<file path="config.mk">
export PLATFORM = sky130hd
export DESIGN_NAME = u409_bus_watchdog_flat
export DESIGN_NICKNAME = d
export VERILOG_FILES = /design/src/rtl/u409_pkg.sv /design/src/rtl/u409_bus_watchdog_if.sv /design/src/rtl/u409_cia_edge_sync.sv /design/src/rtl/u409_bus_watchdog.sv /design/src/flat_wrapper.sv
export SDC_FILE = /design/constraint.sdc
export NUM_CORES = 1
export LEC_CHECK = 0
export ABC_AREA = 1
export ABC_CLOCK_PERIOD_IN_PS = 2000
export CELL_PAD_IN_SITES_DETAIL_PLACEMENT = 0
export CELL_PAD_IN_SITES_GLOBAL_PLACEMENT = 1
export CORE_AREA = 2 2 69 71
export DETAILED_ROUTE_END_ITERATION = 7
export DIE_AREA = 0 0 71 73
export PLACE_DENSITY = 0.88
export RECOVER_POWER = 100
export SYNTH_ARGS = -nofsm -noshare
export SYNTH_HDL_FRONTEND = slang
export SYNTH_SLANG_ARGS = --single-unit
</file>
<file path="constraint.sdc">
create_clock -name CLK40 -period 2 [get_ports CLK40]
set_input_delay 0.2 -clock CLK40 [delete_from_list [all_inputs] [get_ports CLK40]]
set_output_delay 0.2 -clock CLK40 [all_outputs]
set_load 0.01 [all_outputs]
</file>
<file path="src/rtl/u409_pkg.sv">
// Shared types and defaults for the U409 bus-cycle watchdog: FSM states,
// ERR_CODE values, default response budgets and decode helpers.
`timescale 1ns/100ps
package u409_pkg;

    typedef enum logic [2:0] {
        IDLE,
        DECODE,
        COUNT,
        TEA,
        HOLD
    } state_t;

    typedef enum logic [2:0] {
        ERR_NONE     = 3'd0,
        ERR_UNMAPPED = 3'd1,
        ERR_CONFLICT = 3'd2,
        ERR_ROM      = 3'd3,
        ERR_CIA      = 3'd4,
        ERR_AGNUS    = 3'd5,
        ERR_LOCAL    = 3'd6
    } err_code_t;

    localparam int DEF_CTR_W        = 8;
    localparam int DEF_ROM_BUDGET   = 64;
    localparam int DEF_AGNUS_BUDGET = 255;
    localparam int DEF_LOCAL_BUDGET = 255;
    localparam int DEF_CIA_BUDGET   = 24;
    localparam int DEF_UNMAP_DELAY  = 2;
    localparam int DEF_HOLDOFF      = 2;

    // Cause code for a decode: one flag names its space, none or several are errors.
    function automatic err_code_t classify(input logic rom, input logic cia,
                                           input logic agnus, input logic lcl);
        case ({rom, cia, agnus, lcl})
            4'b1000: return ERR_ROM;
            4'b0100: return ERR_CIA;
            4'b0010: return ERR_AGNUS;
            4'b0001: return ERR_LOCAL;
            4'b0000: return ERR_UNMAPPED;
            default: return ERR_CONFLICT;
        endcase
    endfunction

    function automatic bit param_in_range(input int value, input int ctr_w);
        return (value >= 1) && (longint'(value) <= ((longint'(1) << ctr_w) - 1));
    endfunction

endpackage

</file>
<file path="src/rtl/u409_bus_watchdog_if.sv">
// Bus-side signals seen by the watchdog: transfer start, decode flags in,
// registered bus-error level and status out.
`timescale 1ns/100ps
interface u409_bus_watchdog_if;

    logic       nTS;
    logic       ROM_SPACE;
    logic       CIA_SPACE;
    logic       AGNUS_SPACE;
    logic       LOCAL_SPACE;
    logic       nTEA;
    logic       CYCLE_ACTIVE;
    logic [2:0] ERR_CODE;

    // CPU and address-decode side
    modport master (
        output nTS, ROM_SPACE, CIA_SPACE, AGNUS_SPACE, LOCAL_SPACE,
        input  nTEA, CYCLE_ACTIVE, ERR_CODE
    );

    // Watchdog side
    modport slave (
        input  nTS, ROM_SPACE, CIA_SPACE, AGNUS_SPACE, LOCAL_SPACE,
        output nTEA, CYCLE_ACTIVE, ERR_CODE
    );

endinterface

</file>
<file path="src/rtl/u409_cia_edge_sync.sv">
// Brings CLKCIA into the CLK40 domain and emits a one-clock tick per rising
// edge, suppressed until three clocks after reset so a high level is not an edge.
`timescale 1ns/100ps
module u409_cia_edge_sync (
    input  logic CLK40,
    input  logic TS_RESET,
    input  logic CLKCIA,
    output logic tick
);

    logic       sync1;
    logic       sync2;
    logic       prev;
    logic [1:0] prime_cnt;
    logic       prime;

    assign prime = (prime_cnt == 2'd3);

    // NOTE: sequential state uses <= so every flop samples pre-edge values;
    // blocking here would collapse the synchroniser chain into one stage.
    always_ff @(posedge CLK40 or posedge TS_RESET) begin
        if (TS_RESET) begin
            sync1     <= 1'b0;
            sync2     <= 1'b0;
            prev      <= 1'b0;
            prime_cnt <= 2'd0;
        end else begin
            sync1 <= CLKCIA;
            sync2 <= sync1;
            prev  <= sync2;
            if (!prime) begin
                prime_cnt <= prime_cnt + 2'd1;
            end
        end
    end

    assign tick = prime & sync2 & ~prev;

endmodule

</file>
<file path="src/rtl/u409_bus_watchdog.sv">
// U409 bus-cycle watchdog: arms on nTS, picks a per-space response budget and
// raises a one-clock nTEA when no target terminates the cycle in time.
`timescale 1ns/100ps
module u409_bus_watchdog
    import u409_pkg::*;
#(
    parameter int CTR_W        = DEF_CTR_W,
    parameter int ROM_BUDGET   = DEF_ROM_BUDGET,
    parameter int AGNUS_BUDGET = DEF_AGNUS_BUDGET,
    parameter int LOCAL_BUDGET = DEF_LOCAL_BUDGET,
    parameter int CIA_BUDGET   = DEF_CIA_BUDGET,
    parameter int UNMAP_DELAY  = DEF_UNMAP_DELAY,
    parameter int HOLDOFF      = DEF_HOLDOFF
) (
    input  logic              CLK40,
    input  logic              TS_RESET,
    input  logic              CLKCIA,
    u409_bus_watchdog_if.slave bus
);

    if (CTR_W < 1 || CTR_W > 31) begin : g_bad_ctr_w
        $error("u409_bus_watchdog: CTR_W must be in 1..31");
    end
    if (!param_in_range(ROM_BUDGET, CTR_W)   || !param_in_range(AGNUS_BUDGET, CTR_W) ||
        !param_in_range(LOCAL_BUDGET, CTR_W) || !param_in_range(CIA_BUDGET, CTR_W)   ||
        !param_in_range(UNMAP_DELAY, CTR_W)  || !param_in_range(HOLDOFF, CTR_W)) begin : g_bad_limits
        $error("u409_bus_watchdog: budgets, UNMAP_DELAY and HOLDOFF must be in 1..2^CTR_W-1");
    end

    state_t           state;
    logic [CTR_W-1:0] cnt;
    logic [CTR_W-1:0] hold_cnt;
    logic             cia_mode;
    err_code_t        pending;
    logic             cia_tick;
    err_code_t        decode_code;
    logic [CTR_W-1:0] decode_load;

    u409_cia_edge_sync u_cia_sync (
        .CLK40   (CLK40),
        .TS_RESET(TS_RESET),
        .CLKCIA  (CLKCIA),
        .tick    (cia_tick)
    );

    // NOTE: every variable gets a default first so no path through the
    // block leaves it unassigned and infers a latch.
    always_comb begin
        decode_code = classify(bus.ROM_SPACE, bus.CIA_SPACE, bus.AGNUS_SPACE, bus.LOCAL_SPACE);
        decode_load = CTR_W'(UNMAP_DELAY);
        case (decode_code)
            ERR_ROM:   decode_load = CTR_W'(ROM_BUDGET);
            ERR_CIA:   decode_load = CTR_W'(CIA_BUDGET);
            ERR_AGNUS: decode_load = CTR_W'(AGNUS_BUDGET);
            ERR_LOCAL: decode_load = CTR_W'(LOCAL_BUDGET);
            default:   decode_load = CTR_W'(UNMAP_DELAY);
        endcase
    end

    // TS_RESET covers nTA as well as nRESET, so a normal termination lands here.
    always_ff @(posedge CLK40 or posedge TS_RESET) begin
        if (TS_RESET) begin
            state            <= IDLE;
            cnt              <= '0;
            hold_cnt         <= '0;
            cia_mode         <= 1'b0;
            pending          <= ERR_NONE;
            bus.nTEA         <= 1'b1;
            bus.CYCLE_ACTIVE <= 1'b0;
            bus.ERR_CODE     <= ERR_NONE;
        end else begin
            case (state)
                IDLE: begin
                    if (!bus.nTS) begin
                        state            <= DECODE;
                        bus.CYCLE_ACTIVE <= 1'b1;
                    end
                end
                DECODE: begin
                    cnt      <= decode_load;
                    pending  <= decode_code;
                    cia_mode <= (decode_code == ERR_CIA);
                    state    <= COUNT;
                end
                COUNT: begin
                    if (cnt == '0) begin
                        state            <= TEA;
                        bus.nTEA         <= 1'b0;
                        bus.CYCLE_ACTIVE <= 1'b0;
                        bus.ERR_CODE     <= pending;
                    end else if (!cia_mode || cia_tick) begin
                        cnt <= cnt - CTR_W'(1);
                    end
                end
                TEA: begin
                    bus.nTEA <= 1'b1;
                    hold_cnt <= CTR_W'(HOLDOFF - 1);
                    state    <= HOLD;
                end
                HOLD: begin
                    if (hold_cnt == '0) begin
                        state <= IDLE;
                    end else begin
                        hold_cnt <= hold_cnt - CTR_W'(1);
                    end
                end
                default: state <= IDLE;
            endcase
        end
    end

    a_tea_one_clock: assert property (@(posedge CLK40) disable iff (TS_RESET)
        !bus.nTEA |=> bus.nTEA);

    a_active_matches_state: assert property (@(posedge CLK40) disable iff (TS_RESET)
        bus.CYCLE_ACTIVE == (state inside {DECODE, COUNT}));

endmodule

</file>
<file path="src/flat_wrapper.sv">
// flat-port wrapper written by rule: the top's interface ports become plain ports
module u409_bus_watchdog_flat import u409_pkg::*;
#(
    parameter int CTR_W        = DEF_CTR_W,
    parameter int ROM_BUDGET   = DEF_ROM_BUDGET,
    parameter int AGNUS_BUDGET = DEF_AGNUS_BUDGET,
    parameter int LOCAL_BUDGET = DEF_LOCAL_BUDGET,
    parameter int CIA_BUDGET   = DEF_CIA_BUDGET,
    parameter int UNMAP_DELAY  = DEF_UNMAP_DELAY,
    parameter int HOLDOFF      = DEF_HOLDOFF
)
  (CLK40, TS_RESET, CLKCIA, bus_nTS, bus_ROM_SPACE, bus_CIA_SPACE, bus_AGNUS_SPACE, bus_LOCAL_SPACE, bus_nTEA, bus_CYCLE_ACTIVE, bus_ERR_CODE);
  u409_bus_watchdog_if bus_i ();
  input  logic CLK40;
  input  logic TS_RESET;
  input  logic CLKCIA;
  input wire logic [$bits(bus_i.nTS)-1:0] bus_nTS;
  input wire logic [$bits(bus_i.ROM_SPACE)-1:0] bus_ROM_SPACE;
  input wire logic [$bits(bus_i.CIA_SPACE)-1:0] bus_CIA_SPACE;
  input wire logic [$bits(bus_i.AGNUS_SPACE)-1:0] bus_AGNUS_SPACE;
  input wire logic [$bits(bus_i.LOCAL_SPACE)-1:0] bus_LOCAL_SPACE;
  output wire logic [$bits(bus_i.nTEA)-1:0] bus_nTEA;
  output wire logic [$bits(bus_i.CYCLE_ACTIVE)-1:0] bus_CYCLE_ACTIVE;
  output wire logic [$bits(bus_i.ERR_CODE)-1:0] bus_ERR_CODE;
  assign bus_i.nTS = bus_nTS;
  assign bus_i.ROM_SPACE = bus_ROM_SPACE;
  assign bus_i.CIA_SPACE = bus_CIA_SPACE;
  assign bus_i.AGNUS_SPACE = bus_AGNUS_SPACE;
  assign bus_i.LOCAL_SPACE = bus_LOCAL_SPACE;
  assign bus_nTEA = bus_i.nTEA;
  assign bus_CYCLE_ACTIVE = bus_i.CYCLE_ACTIVE;
  assign bus_ERR_CODE = bus_i.ERR_CODE;
  u409_bus_watchdog #(.CTR_W(CTR_W), .ROM_BUDGET(ROM_BUDGET), .AGNUS_BUDGET(AGNUS_BUDGET), .LOCAL_BUDGET(LOCAL_BUDGET), .CIA_BUDGET(CIA_BUDGET), .UNMAP_DELAY(UNMAP_DELAY), .HOLDOFF(HOLDOFF)) u_core (.CLK40(CLK40), .TS_RESET(TS_RESET), .CLKCIA(CLKCIA), .bus(bus_i));
endmodule
</file>
# [Yosys cells after proc, flatten, opt, wreduce, memory -nomap -nowiden]
# Index checks and enable logic that the tools add are counted.
[op_classes] n_addsub=3 eq_ne=19 mux=15 bitwise_logic=3 n_reduce_logical=17
[op_table] op="$pmux W8 S2" count=2
[op_table] op="$pmux W3 S5" count=2
[op_table] op="$mux W8" count=3
[op_table] op="$pmux W8 S3" count=1
[op_table] op="$logic_not A8 Y1" count=2
[op_table] op="$sub A8 B1 Y8 const B" count=2
[op_table] op="$eq A3 B3 Y1 const B" count=4
[op_table] op="$eq A3 B2 Y1 const B" count=3
[op_table] op="$mux W3" count=3
[op_table] op="$reduce_and A3 Y1" count=3
[op_table] op="$reduce_bool A2 Y1" count=4
[op_table] op="$ne A2 B1 Y1 const B" count=3
[op_table] op="$ne A2 B2 Y1 const B" count=3
[op_table] op="$reduce_and A2 Y1" count=3
[op_table] op="$eq A4 B1 Y1 const B" count=1
[op_table] op="$eq A4 B2 Y1 const B" count=1
[op_table] op="$eq A4 B3 Y1 const B" count=1
[op_table] op="$eq A4 B4 Y1 const B" count=1
[op_table] op="$logic_not A4 Y1" count=1
[op_table] op="$pmux W1 S2" count=2
[op_table] op="$eq A3 B1 Y1 const B" count=1
[op_table] op="$logic_not A3 Y1" count=1
[op_table] op="$add A2 B1 Y2 const B" count=1
[op_table] op="$and A1 B1 Y1" count=2
[op_table] op="6 further kinds" count=7
[word_totals] register_bits=33 in_bits=8 out_inout_bits=5 word_cells=69

# [Longest topological paths before layout]
# Gate-level depths: netlist (run 1).
[logic_depth] word_depth=7 depth_mapped=10

# [Hierarchy]
# From an unflattened synthesis (run 1), not the netlist that was laid out.
[unflattened] cells_unflattened=237 area_unflattened_um2=1846.8
[modules_own_cells] mod="u409_bus_watchdog" n_inst=1 cells_each=220 area_each_um2=1667.8 seq_area_each_um2=701.9
[modules_own_cells] mod="u409_cia_edge_sync" n_inst=1 cells_each=17 area_each_um2=178.9 seq_area_each_um2=125.1

# [Least setup slack after synthesis (run 1)]
# No wires, ideal clock.
[synth_timing] kind="reg-to-reg" start="register u_core.cnt[0]" end="register u_core.cnt[3]" arrival_ps=1280 t_required_ps=1885 slack_ps=606 path_stages_with_launch=10 path_buffers=0 cell_sequence="dfrtp_1 -> inv_1 -> ha_1 -> nand3_1 -> nor2_4 -> nand2_8 -> nand3_4 -> inv_6 -> nand2_2 -> nand2_2"
[synth_between] elab_chain_len=4
[synth_lines] element="start, declared" line_no="u409_bus_watchdog.sv:31" source="logic [CTR_W-1:0] cnt;"
[synth_lines] element="start signal, assigned" line_no="u409_bus_watchdog.sv:80" source="cnt <= decode_load;"
[synth_lines] element="start signal, assigned" line_no="u409_bus_watchdog.sv:92" source="cnt <= cnt - CTR_W'(1);"
[synth_lines] element="$sub A8 B1 Y8" line_no="u409_bus_watchdog.sv:92"
[synth_lines] element="$mux W8" line_no="u409_bus_watchdog.sv:91" source="end else if (!cia_mode || cia_tick) begin"
[synth_lines] element="$mux W8" line_no="u409_bus_watchdog.sv:86" source="if (cnt == '0) begin"
[synth_lines] element="$pmux W8 S2" line_no="u409_bus_watchdog.sv:72" source="case (state)"
# Parallel ways exist; a longest one is shown, timed or not. The select of a mux whose other input is x is not followed.
# A chain may end at the register's enable or synchronous reset.

# [Worst setup path after layout (run 1)]
[layout_timing] start="register u_core.cnt[0]" end="register u_core.cnt[4]"
# Same word-level chain as after synthesis.

==> out/qor.txt, run 1 <==
status - complete, no violations
H-tree depth - 2
HPWL after DPL - 2710 um
CP endpoint kind - flip-flop
Post-Synthesis Cells - 233
Synth top area share - 0.422
share of cells above drive strength 1 - 0.133
worst setup path startpoint - u_core.cnt[0]
origin of the critical flop-to-flop path - u_core.cnt[0]
Reg clk slew, reported paths - 0.07 ns
Leakage - 1.11 nW
pin count of the biggest net entering global routing - 21
first-pass GRT wire length - 6670 um
RSZ-0062 raised after global routing - false
cell taking the most area after synthesis - dfrtp_1
crit path max fanout - 9
core box area - 4540 um2
normalized max-slew margin - 0.634
MaxCap Viol Count - 0
critical setup path kind - reg -> reg
Post-Syn Area per Cell - 8.14 um2
Hold WC Path Type - reg -> reg
# clock sinks - 33
Max Freq - 589 MHz
antenna violations before repair - 0
Total Routing Usage GR - 0.166
clk_lat worst skew - 0.29 ns
Flop pwr share - 0.342
crit share post-route - 0.849
Setup Viol. Count Final - 0
post-CTS sizing - 0
CTS Hold Buffers Added - 0
GRT overflow - 0
port bufs - 12
clock power share - 0.199
Hold Violations, Final - 0
Die X - 71 um
cts bufs inserted - 5
ranking of synthesized cells by area - dfrtp_1 42%, nand2_1 12%, nand3_1 6.3%, nand2_2 5.9%, inv_1 5.7%
Int Power - 0.00177 W
Critical Path End - u_core.cnt[4]
CP arrival - 1.88 ns
via/cell ratio - 4.83
Synth cell types - 31
CTS tree - yes
Reg2Reg Setup Slack - 0.30 ns
# IOs - 13
cells on worst reg2reg path - 9
Final #Nets - 267
total net switching power - 0.00132 W
Detail Route Antenna Nets - 0
placer congestion estimate - 0.808
Final Slew Violations - 0
row cnt - 25
Post-CTS Repair Setup Buffers - 0
Via Count - 1492
Slew @ Worst Pin - 0.548 ns
area grow syn2layout - 14.3%
DRC - 0
Req. time, crit path - 2.18 ns
vias in the first global route - 1446
area of the die - 5180 um2
worst r2r dst - u_core.cnt[4]
Final Core Density - 0.478
CP Launch Type - flip-flop
sw frac - 0.426
drt pass-1 iters - 4
sequential share of the synthesized area - 0.436
Syn Nets - 246
Netlist Area Pre-Place - 1900 um2
wirelength, routed - 3620 um
Initial Util - 0.418
Diodes inserted - 0
share of total power in combinational logic - 0.459
Root Buffer - clkbuf_8
CTS Buffer Depth - 2
die height - 73 um
Final Skew - 0.00703 ns
routed length per placed instance - 11.7 um
Setup TNS - 0 ns
Ys Warns - 0
power per standard cell area - 1430 nW/um2
Yosys reg bits - 33
DR iter-0 viols - 77
min cycle time layout - 1.70 ns
worst IR drop on VDD - 0.000512 V
synthesized netlist by cell type:
library cell  count
nand2_4           2
nand3_2           1
xnor2_1           1
a21oi_1           1
o21ai_4           1
dfrtp_1          32
inv_6             2
inv_1            29
inv_4             1
o21ai_0           9
o211ai_1          2
nor2_2            3
nand2_8           1
nand3_4           1
ha_1              5
a21oi_2           1
nand2_1          60
mux2_2            2
nor3_4            1
and2_1            1
nor3_1            2
nand3_1          24
inv_2             1
xor2_1            4
nor2_4            1
o21ai_1           2
dfstp_2           1
nand3b_1          2
nand2_2          18
o21ai_2           3
nor2_1           19
metal layers:
layer  track usage  share of wire  up-vias
li1              -              -      771
met1         0.223           0.49      691
met4        0.0692          0.018        0
met2         0.254           0.46       25
met5             0              0        -
met3        0.0456          0.035        5
sequential cells by signal, indices dropped and copies added, names as in the netlist:
| register | cells |
|---|---|
| u_core.pending | 3 |
| u_core.u_cia_sync.prev | 1 |
| u_core.u_cia_sync.sync1 | 1 |
| u_core.u_cia_sync.sync2 | 1 |
| u_core.cnt | 8 |
| u_core.state | 3 |
| u_core.u_cia_sync.prime_cnt | 2 |
| u_core.bus.ERR_CODE | 3 |
| u_core.bus.CYCLE_ACTIVE | 1 |
| u_core.hold_cnt | 8 |
| u_core.bus.nTEA | 1 |
| u_core.cia_mode | 1 |
per-stage QoR:
step | instances | worst slack, ns | hold WS (ns) | cell area, um2 | total power (W)
finish | 309 | 0.302 | 0.353 | 2170 | 0.00309
global route | 309 | 0.177 | 0.375 | 2170 | 0.00340
CTS | 309 | 0.440 | 0.282 | 2220 | 0.00324
detailed placement | 301 | 0.463 | 0.338 | 2110 | 0.00261
global placement | 301 | 0.445 | 0.342 | 2110 | 0.00260
floorplan | 233 | 0.606 | 0.231 | 1900 | 0.00223
power groups by stage:
stage                     Sequential, W  Combinational (W)  Clock, W
after floorplan                 0.00105            0.00117         0
after global placement          0.00107            0.00153         0
after detailed placement        0.00107            0.00153         0
after CTS                       0.00106            0.00154  0.000631
after global routing            0.00109            0.00165  0.000667
final                           0.00106            0.00142  0.000616
cells by family (layout without fill, tap and decap cells):
logic type	after synthesis	count (layout)	share of synthesized area
AND/OR/NAND/NOR	136	136	0.357
flip-flops	33	33	0.436
buffers and inverters	33	55	0.0719
AO/OA/AOI/OAI	19	19	0.0667
adder cells (fa/ha/maj)	5	5	0.0330
XOR/XNOR	5	5	0.0231
multiplexers	2	2	0.0119
worst max-delay path: stages (launching register included):
cell and delay, ns:
dfrtp_1 0.41, inv_1 0.12, ha_1 0.15, nand3_1 0.08, nor2_1 0.37, nand2_8 0.11
nand3_4 0.15, inv_6 0.07, nand2_1 0.08, nand2_2 0.04
cells in the final DEF, fill, tap and decap left out, drive strengths merged:
| cell type | instances |
|---|---|
| o21ai | 15 |
| nand3 | 26 |
| a21oi | 2 |
| inv | 33 |
| clkbuf | 6 |
| clkdlybuf4s50 | 5 |
| xnor2 | 1 |
| nand3b | 2 |
| nor3 | 3 |
| nand2 | 81 |
| mux2 | 2 |
| dfstp | 1 |
| o211ai | 2 |
| xor2 | 4 |
| clkinv | 1 |
| bufinv | 1 |
| buf | 2 |
| ha | 5 |
| and2 | 1 |
| nor2 | 23 |
| dlygate4sd3 | 7 |
| dfrtp | 32 |
worst min-delay path by stage:
stage | from | to | slack (ns) | depth (start not counted)
after CTS | TS_RESET | u_core.u_cia_sync.sync2 | 0.28 | 2
after floorplan | CLKCIA | u_core.u_cia_sync.sync1 | 0.23 | 0
final | u_core.u_cia_sync.sync1 | u_core.u_cia_sync.sync2 | 0.35 | 0
after global routing | u_core.u_cia_sync.sync1 | u_core.u_cia_sync.sync2 | 0.37 | 0
after detailed placement | u_core.u_cia_sync.sync1 | u_core.u_cia_sync.sync2 | 0.34 | 0
after global placement | u_core.u_cia_sync.sync1 | u_core.u_cia_sync.sync2 | 0.34 | 0
area by class of cell:
cell class              instances  area, um2
fillers                       462       2370
multi-input cells             167        881
flip-flops and latches         33        827
repair buffers                 14        148
inverters                      33        136
clock buffers                   6       72.6
well taps                      54       67.6
clock inverters                 2       35.0
No activity file was read; power rests on OpenSTA's default activity.
==> inputs of run 2 (changes only) <==
Settings changed: ABC_CLOCK_PERIOD_IN_PS 2000 to 1450, CORE_AREA 2 2 69 71 to 2 2 73 75, DIE_AREA 0 0 71 73 to 0 0 75 77, PLACE_DENSITY 0.88 to 0.84.
Clock period 2 ns to 1.45 ns, I/O delays scaled along.
==> out/qor.txt, run 2 (synthesis gave the netlist of run 1 again) <==
status - complete, no violations
Final Skew - 0.00361 ns (-0.00342 ns)
CP endpoint kind - flip-flop
area grow syn2layout - 27.8%
Reg clk slew, reported paths - 0.07 ns (about the same)
H-tree depth - 2 (unchanged)
Diodes inserted - 0 (unchanged)
Placed Cells - 335 (+11%)
drt pass-1 iters - 4 (unchanged)
cell breakdown of the critical path - inv_2 > ha_2 > nand3_2 > nor2_4 > nand2_8 > nand3_4 > inv_8 > nand2_2 > nand2_2
commonest non-fill, non-tap cells in the layout - 60 x nand2_1, 31 x dfrtp_1, 28 x inv_1
row cnt - 26 (+4.0%)
DR iter-0 viols - 102 (+32%)
# clock sinks - 33 (unchanged)
power per standard cell area - 1990 nW/um2 (+39%)
non-filler instance count after layout - 346 (+12%)
DRC - 0 (unchanged)
Slowest-stage cell, CP - dfrtp_1
most frequent CP cell - nand2_2
Total Routing Usage GR - 0.150 (-0.0159)
total net switching power - 0.00201 W (+52%)
most common cell after layout, fill and taps aside - nand2_1
wirelength, routed - 3830 um (+5.9%)
Final Slew Violations - 0 (unchanged)
area of the die - 5780 um2 (+11%)
clk_lat worst skew - 0.28 ns (about the same)
Int Power - 0.00281 W (+58%)
first-pass GRT wire length - 6710 um (+0.61%)
Reg2Reg Setup Slack - 0.07 ns (-0.23 ns)
Flop pwr share - 0.297 (-0.045)
slowest cell delay on critical path - 0.39 ns (-0.02 ns)
share of cells above drive strength 1 - 0.283 (+0.149)
Place WS - -0.0853 ns (-0.548 ns)
core box area - 4980 um2 (+9.7%)
Critical Path End - u_core.cnt[3]
Via Count - 1564 (+4.8%)
via/cell ratio - 4.52 (-6.4%)
Slew @ Worst Pin - 0.804 ns (+0.255 ns)
worst r2r dst - u_core.cnt[3]
min cycle time layout - 1.38 ns (-0.322 ns)
# IOs - 13 (unchanged)
largest registers - u_core.cnt x8, u_core.hold_cnt x8
CTS tree - yes
total power - 0.00481 W (+56%)
share of total power in combinational logic - 0.518 (+0.059)
crit share post-route - 0.949 (+0.100)
clock power share - 0.186 (-0.013)
Hold Violations, Final - 0 (unchanged)
GRT overflow - 0 (unchanged)
origin of the critical flop-to-flop path - u_core.cnt[0]
Setup WS post-layout - 0.0737 ns (-0.228 ns)
Max Freq - 727 MHz (+23%)
die height - 77 um (+5.5%)
RSZ-0062 raised after global routing - false
CP arrival - 1.56 ns (-0.32 ns)
Detail Route Antenna Nets - 0 (unchanged)
pin count of the biggest net entering global routing - 34 (+62%)
worst path bufs/invs - 2 (unchanged)
vias in the first global route - 1490 (+3.0%)
MaxCap Viol Count - 0 (unchanged)
port bufs - 12 (unchanged)
Initial Util - 0.381 (-0.0371)
Hold WC Path Type - reg -> reg
critical setup path kind - reg -> reg
Leakage - 1.22 nW (+10%)
Setup Viol. Count Final - 0 (unchanged)
sw frac - 0.417 (-0.00912)
Req. time, crit path - 1.63 ns (-0.55 ns)
placer congestion estimate - 0.786 (-2.8%)
HPWL after DPL - 2760 um (+2.1%)
CP Launch Type - flip-flop
Final #Nets - 288 (+7.9%)
CP top delay family - simple AND/OR/NAND/NOR gates
crit path max fanout - 8 (-1)
Root Buffer - clkbuf_8
CTS Hold Buffers Added - 0 (unchanged)
CTS Buffer Depth - 2 (unchanged)
cts bufs inserted - 5 (unchanged)
normalized max-slew margin - 0.464 (-0.170)
WP depth - 9 (unchanged)
worst IR drop on VDD - 0.000897 V (+75%)
cells on worst reg2reg path - 9 (unchanged)
routed length per placed instance - 11.1 um (-5.4%)
WHS Path Cells - 0 (unchanged)
worst setup path startpoint - u_core.cnt[0]
Die X - 75 um (+5.6%)
antenna violations before repair - 0 (unchanged)
run 2: cell type report:
| class | count | area, um2 |
|---|---|---|
| Timing Repair Buffer | 34 | 282 |
| Inverter | 33 | 144 |
| Clock buffer | 7 | 86.3 |
| Fill cell | 490 | 2550 |
| Tap cell | 70 | 87.6 |
| Multi-Input combinational cell | 168 | 965 |
| Clock inverter | 1 | 30.0 |
| Sequential cell | 33 | 828 |
run 2: worst min-delay path by stage:
stage                     slack [ns]               startpoint                 endpoint
after floorplan                 0.18                   CLKCIA  u_core.u_cia_sync.sync1
after global placement          0.33  u_core.u_cia_sync.sync1  u_core.u_cia_sync.sync2
after detailed placement        0.34  u_core.u_cia_sync.sync1  u_core.u_cia_sync.sync2
after CTS                       0.20                 TS_RESET       u_core.hold_cnt[0]
after global routing            0.37  u_core.u_cia_sync.sync1  u_core.u_cia_sync.sync2
final                           0.35  u_core.u_cia_sync.sync1  u_core.u_cia_sync.sync2
run 2: power groups by stage:
stage | logic [W] | registers (W) | clock network (W)
finish | 0.00249 | 0.00143 | 0.000893
global route | 0.00283 | 0.00147 | 0.000973
CTS | 0.00242 | 0.00142 | 0.000913
detailed placement | 0.00240 | 0.00143 | 0
global placement | 0.00238 | 0.00142 | 0
floorplan | 0.00162 | 0.00145 | 0
run 2: timing repair:
| action | CTS | global route |
|---|---|---|
| pin swaps | 0 | 4 |
| cloned | 0 | 1 |
| setup endpoints to repair | 2 | 17 |
| resized for setup | 2 | 13 |
| setup buffers | 0 | 2 |
| endpoints found under the hold margin | 0 | 0 |
run 2: worst register-to-register path: stages, from the launching register on:
cell	delay (ns)
dfrtp_1	0.39
inv_2	0.06
ha_2	0.17
nand3_2	0.09
nor2_4	0.16
nand2_8	0.08
nand3_4	0.14
inv_8	0.07
nand2_2	0.07
nand2_2	0.04
run 2: stage by stage:
step | hold WS [ns] | setup TNS (ns) | util | area [um2]
final | 0.351 | 0 | 0.487 | 2420
after global routing | 0.370 | 0 | 0.487 | 2420
after CTS | 0.203 | 0 | 0.479 | 2380
after detailed placement | 0.337 | -0.182 | 0.455 | 2270
after global placement | 0.332 | -0.182 | 0.455 | 2270
after floorplan | 0.176 | 0 | - | 1900
run 2: routing by layer:
layer  part of all wire  GRT usage
met1               0.46      0.202
met2               0.48      0.227
met3              0.032     0.0434
met4              0.023     0.0536
met5                  0          0
